## config.mk

```make
export PLATFORM = sky130hd
export DESIGN_NAME = fft_output_rescaler
export DESIGN_NICKNAME = d
export VERILOG_FILES = /design/src/rtl/fft_output_rescaler_pkg.sv /design/src/rtl/fft_output_rescaler_sat_shl.sv /design/src/rtl/fft_output_rescaler.sv
export SDC_FILE = /design/constraint.sdc
export NUM_CORES = 1
export LEC_CHECK = 0
export ABC_AREA = 1
export CAP_MARGIN = 20
export CORE_MARGIN = 1.5
export CORE_UTILIZATION = 42
export DETAILED_ROUTE_END_ITERATION = 10
export PLACE_DENSITY = 0.81
export SLEW_MARGIN = 20
export SYNTH_ARGS = -nofsm -noshare
export SYNTH_HDL_FRONTEND = slang
export SYNTH_SLANG_ARGS = --single-unit
```

## constraint.sdc

```tcl
create_clock -name clk -period 1.4 [get_ports clk]
set_input_delay 0.28 -clock clk [delete_from_list [all_inputs] [get_ports clk]]
set_output_delay 0.28 -clock clk [all_outputs]
set_load 0.005 [all_outputs]
```

## src/rtl/fft_output_rescaler_pkg.sv

```systemverilog
// Shared FFT output-stage definitions.
//   FFT_DATA_W    : signed component width
//   FFT_FRAME_LEN : samples per frame (power of two)
//   FFT_IDX_W     : log2(FFT_FRAME_LEN)
//   FFT_SHIFT     : default number of halving stages to undo
//   MAX_POS/NEG   : saturation limits for FFT_DATA_W-bit signed values
//   fsm_e         : output register occupancy state
package fft_output_rescaler_pkg;

  localparam int FFT_DATA_W    = 32;
  localparam int FFT_FRAME_LEN = 16;
  localparam int FFT_IDX_W     = 4;
  localparam int FFT_SHIFT     = 2;

  localparam logic [FFT_DATA_W-1:0] MAX_POS = {1'b0, {(FFT_DATA_W-1){1'b1}}};
  localparam logic [FFT_DATA_W-1:0] MAX_NEG = {1'b1, {(FFT_DATA_W-1){1'b0}}};

  // Two components per complex sample, handled as parallel lanes.
  localparam int NUM_LANES = 2;
  localparam int LANE_RE   = 0;
  localparam int LANE_IM   = 1;

  typedef enum logic {
    ST_EMPTY = 1'b0,
    ST_FULL  = 1'b1
  } fsm_e;

endpackage

```

## src/rtl/fft_output_rescaler_sat_shl.sv

```systemverilog
// sat_shl: combinational saturating arithmetic left shift.
//   din  : W-bit signed input
//   dout : din <<< SH, clamped to the W-bit signed range
//   sat  : high when clamping occurred
// SH = 0 degenerates to a pass-through (the overflow window is one bit).
module sat_shl #(
  parameter int W  = 32,
  parameter int SH = 2
) (
  input  logic signed [W-1:0] din,
  output logic        [W-1:0] dout,
  output logic                sat
);

  localparam logic [W-1:0] LIM_POS = {1'b0, {(W-1){1'b1}}};
  localparam logic [W-1:0] LIM_NEG = {1'b1, {(W-1){1'b0}}};

  logic signed [W+SH-1:0] ext;
  logic signed [W+SH-1:0] shl;
  logic        [SH:0]     hi;

  assign ext = (W+SH)'(din);   // sign-extending cast
  assign shl = ext <<< SH;
  // Result fits in W bits iff everything from the new sign bit upward agrees.
  assign hi  = shl[W+SH-1:W-1];
  assign sat = !((&hi) || !(|hi));

  always_comb begin
    dout = shl[W-1:0];
    if (sat) dout = din[W-1] ? LIM_NEG : LIM_POS;
  end

endmodule

```

## src/rtl/fft_output_rescaler.sv

```systemverilog
// fft_output_rescaler: undoes the 2^-SHIFT butterfly scaling on each complex
// FFT output sample (saturating), tags index / end-of-frame and checks frame
// alignment. Single output register behind valid/ready on both sides.
//   clk, rst_n            : clock, async active-low reset
//   s_valid/s_ready       : input handshake
//   s_re, s_im, s_last    : input sample and producer end-of-frame mark
//   m_valid/m_ready       : output handshake
//   m_re, m_im            : rescaled sample
//   m_index, m_last       : position in frame, last-sample tag
//   sat_flag, clr         : sticky saturation flag and its sync clear
//   frame_err             : one-cycle pulse on s_last misalignment
module fft_output_rescaler
  import fft_output_rescaler_pkg::*;
#(
  parameter int DATA_W    = FFT_DATA_W,
  parameter int SHIFT     = FFT_SHIFT,
  parameter int FRAME_LEN = FFT_FRAME_LEN,
  parameter int IDX_W     = FFT_IDX_W
) (
  input  logic              clk,
  input  logic              rst_n,
  input  logic              s_valid,
  output logic              s_ready,
  input  logic [DATA_W-1:0] s_re,
  input  logic [DATA_W-1:0] s_im,
  input  logic              s_last,
  output logic              m_valid,
  input  logic              m_ready,
  output logic [DATA_W-1:0] m_re,
  output logic [DATA_W-1:0] m_im,
  output logic [IDX_W-1:0]  m_index,
  output logic              m_last,
  output logic              sat_flag,
  output logic              frame_err,
  input  logic              clr
);

  localparam logic [IDX_W-1:0] LAST_IDX = IDX_W'(FRAME_LEN-1);

  fsm_e st, st_nxt;

  logic [NUM_LANES-1:0][DATA_W-1:0] lane_in, lane_out;
  logic [NUM_LANES-1:0]             lane_sat;
  logic [IDX_W-1:0]                 cnt;
  logic                             in_xfer;
  logic                             at_last;

  // Per-component rescale lanes
  assign lane_in[LANE_RE] = s_re;
  assign lane_in[LANE_IM] = s_im;

  for (genvar l = 0; l < NUM_LANES; l++) begin : g_lane
    sat_shl #(.W(DATA_W), .SH(SHIFT)) u_shl (
      .din  (lane_in[l]),
      .dout (lane_out[l]),
      .sat  (lane_sat[l])
    );
  end

  // Handshake
  assign m_valid = (st == ST_FULL);
  assign s_ready = !m_valid || m_ready;
  assign in_xfer = s_valid && s_ready;
  assign at_last = (cnt == LAST_IDX);

  // FSM
  always_ff @(posedge clk or negedge rst_n) begin
    if (!rst_n) st <= ST_EMPTY;
    else        st <= st_nxt;
  end

  always_comb begin
    st_nxt = st;
    case (st)
      ST_EMPTY: if (s_valid)             st_nxt = ST_FULL;
      ST_FULL:  if (m_ready && !s_valid) st_nxt = ST_EMPTY;
      default:                           st_nxt = ST_EMPTY;
    endcase
  end

  // Output register: loads only on input transfer, otherwise holds
  always_ff @(posedge clk or negedge rst_n) begin
    if (!rst_n) begin
      m_re    <= '0;
      m_im    <= '0;
      m_index <= '0;
      m_last  <= 1'b0;
    end else if (in_xfer) begin
      m_re    <= lane_out[LANE_RE];
      m_im    <= lane_out[LANE_IM];
      m_index <= cnt;
      m_last  <= at_last;
    end
  end

  // Index counter and frame check. An early s_last resyncs to 0; a missing
  // s_last only flags, the counter wraps on its own.
  always_ff @(posedge clk or negedge rst_n) begin
    if (!rst_n) begin
      cnt       <= '0;
      frame_err <= 1'b0;
    end else begin
      frame_err <= in_xfer && (s_last != at_last);
      if (in_xfer) begin
        if (s_last && !at_last) cnt <= '0;
        else                    cnt <= cnt + 1'b1;
      end
    end
  end

  // Sticky saturation; a new saturation wins over clr in the same cycle
  always_ff @(posedge clk or negedge rst_n) begin
    if (!rst_n) sat_flag <= 1'b0;
    else        sat_flag <= (sat_flag && !clr) || (in_xfer && (|lane_sat));
  end

endmodule

```

==> results.json <==
{
  "cp-start-kind": "register",
  "fmax_mhz": 747,
  "ys_ff_latch": 74,
  "fill_cells": 560,
  "skew_ns": 0.00816,
  "die_y_um": 90.3,
  "cts_tree": "built",
  "hold_class": "reg2reg",
  "ioPinCount": 143,
  "clockPowerShare_pct": 31.9,
  "ys_types": 26,
  "antenna_cells": 0,
  "final_layout_size_suffix_gt1_share_pct": 18.8,
  "area_growth_pct": 58.9,
  "internal_power_mw": 4.44,
  "cts_num_sinks": 74,
  "place.gp.congestion": 0.757,
  "rows": 31,
  "p_comb_share_pct": 24.4,
  "avgSynthCellArea_um2": 9.56,
  "crit_path_max_fanout": 2,
  "maxCapViolations": 0,
  "core_area_um2": 7330,
  "tightest_slew_ns": 0.387,
  "die_w_um": 90.3,
  "synth_warnings": 0,
  "wl_per_cell_um": 13.5,
  "ys_seq_area_share_pct": 57.8,
  "slew_headroom_pct": 74.2,
  "routed_wl_mm": 8.14,
  "cts_made_buffers": 9,
  "vias": 2882,
  "cp.arrival_ns": 1.06,
  "outcome": "finished, final reports clean",
  "dp_hpwl_mm": 5.71,
  "top_layer_used": "met4",
  "total_power_mw": 6.03,
  "cts_root_buf": "clkbuf_8",
  "timing.final.max_slew_violations": 0,
  "powerDensity_nw_per_um2": 1180,
  "clockBufferDepth": 2,
  "p_leak_nw": 2.45,
  "timing.hold.ws_ns": 0.474,
  "viasPerCell": 4.76,
  "wl_met1_mm": 3.46,
  "rsz0062_at_grt": "yes",
  "finalCritPeriodShare_pct": 95.6,
  "drtAntennaViolNets": 0,
  "seq_power_share_pct": 43.7,
  "first_pass_iters": 4,
  "worstPathRequired_ns": 1.12,
  "dieArea_um2": 8160,
  "grt_pass1_vias": 2964,
  "dr.first_iter.drc_count": 65,
  "met2_length_mm": 3.76,
  "start_util_pct": 43.7,
  "h-tree-depth": 3,
  "antenna_found_initial": 0,
  "finalHoldViolations": 0,
  "grtUsageTotal_pct": 21.5,
  "end_kind": "primary output",
  "io_buffers": 142,
  "synthCells": 335,
  "clk_pin_slew_ns": 0.08,
  "swShare_pct": 26.4,
  "synth_fp_nets": 407,
  "peakVddDrop_uv": 745,
  "worstSetupPathType": "reg2out",
  "drcViolationCount": 0,
  "synth_area_um2": 3200,
  "finalSetupViolations": 0,
  "fin_crit_ns": 1.34,
  "nets": 573,
  "grt_max_degree": 75,
  "dr_wl_met3_um": 832,
  "gr-total-overflow": 0,
  "clk_latency_ns": 0.34,
  "grt_pass1_wl_mm": 14.0,
  "switchingPower_mw": 1.59
}
cells in the final DEF (no fill, tap or decap), types with 3 or more instances in the layout:
master | netlist | layout
nand2_1 | 109 | 109
dfrtp_1 | 74 | 74
dlygate4sd2_1 | 0 | 70
clkdlybuf4s50_1 | 0 | 68
nor2_1 | 35 | 34
buf_4 | 8 | 27
o21ai_0 | 27 | 25
a21oi_2 | 24 | 24
clkbuf_8 | 0 | 12
o21ai_2 | 10 | 10
inv_1 | 8 | 8
a21oi_1 | 7 | 7
buf_12 | 0 | 7
nand3_1 | 5 | 5
o21ai_1 | 1 | 3
cells in the mapped netlist, drive strengths merged:
cell type | number | area, um2
nand4 | 2 | 12.5
dfrtp | 74 | 1850
a21oi | 32 | 262
clkbuf | 4 | 16.3
o21ai | 38 | 228
xnor2 | 1 | 8.76
nand3 | 5 | 25.0
ha | 2 | 25.0
inv | 10 | 37.5
o22ai | 1 | 6.26
nor2 | 36 | 143
nand2 | 111 | 427
nor2b | 1 | 8.76
buf | 18 | 151
worst paths after layout:
path                                   endpoint  slack (ns)  cells after the start            startpoint
hold reg to reg            m_re[16]$_DFFE_PN0P_        0.47                      2  m_re[16]$_DFFE_PN0P_
setup reg to reg           m_re[14]$_DFFE_PN0P_        0.08                      8     m_valid$_DFF_PN0_
setup / recovery                        m_im[0]        0.06                      2   m_im[1]$_DFFE_PN0P_
hold / removal             m_re[16]$_DFFE_PN0P_        0.47                      2  m_re[16]$_DFFE_PN0P_
max in group asynchronous  m_im[19]$_DFFE_PN0P_        0.59                      3                 rst_n
min in group asynchronous  m_re[11]$_DFFE_PN0P_        0.50                      3                 rst_n
repair_timing:
action	CTS	global route
hold endpoints to repair	74	0
buffers inserted	12	3
setup endpoints to repair	73	4
gates resized for setup	79	3
gates cloned	0	0
hold buffers	1	0
layer usage:
metal	GRT usage, %	vias up
met5	0	-
met4	8.73	0
met3	7.66	8
met2	33.8	132
met1	27.0	1341
li1	-	1401
stage by stage:
stage	std cells	setup TNS, ns	worst slack, ns	area, um2	util [%]
after CTS	602	0	0.0469	5060	69.1
after global placement	573	-12.19	-0.220	4810	65.7
after detailed placement	573	-12.78	-0.217	4810	65.7
after floorplan	335	0	0.257	3200	-
after global routing	605	-0.0165	-0.00988	5090	69.4
final	605	0	0.0615	5090	69.4
logic make-up (layout without fill, tap and decap cells):
group                      count (synthesis)  in the layout  share of synthesized area [%]
buffers and inverters                     32            203                           6.41
adders and majority gates                  2              2                          0.781
AOI/OAI and AO/OA                         71             71                           15.5
DFF                                       74             74                           57.8
xor gates and xnor gates                   1              1                          0.274
and+or+nand+nor                          155            155                           19.2
final cells by class:
| cell class | instances | area, um2 | area share [%] |
|---|---|---|---|
| Clock buffer | 12 | 165 | 3.25 |
| Clock inverter | 4 | 72.6 | 1.43 |
| Inverter | 10 | 37.5 | 0.738 |
| Multi-Input combinational cell | 229 | 1150 | 22.7 |
| Sequential cell | 74 | 1850 | 36.4 |
| Tap cell | 99 | 124 | 2.43 |
| Timing Repair Buffer | 177 | 1680 | 33.1 |
state kept, by name, summed over array words and instances, names as in the netlist:
name and flops:
m_valid 1, m_re 31, m_last 1, m_index 4, m_im 31, cnt 4
sat_flag 1, frame_err 1
worst max-delay path, stage by stage (launching register included):
cell and delay [ns]:
dfrtp_1 0.39, buf_4 0.14, clkdlybuf4s15_1 0.19
power groups by stage:
stage | Sequential, mW | Combinational (mW) | Clock, mW
finish | 2.63 | 1.47 | 1.92
floorplan | 2.70 | 0.537 | 0
detailed placement | 2.69 | 1.57 | 0
global placement | 2.68 | 1.54 | 0
global route | 2.68 | 1.63 | 2.07
CTS | 2.63 | 1.45 | 1.97
Note: power is estimated with default switching activity, not from simulation.
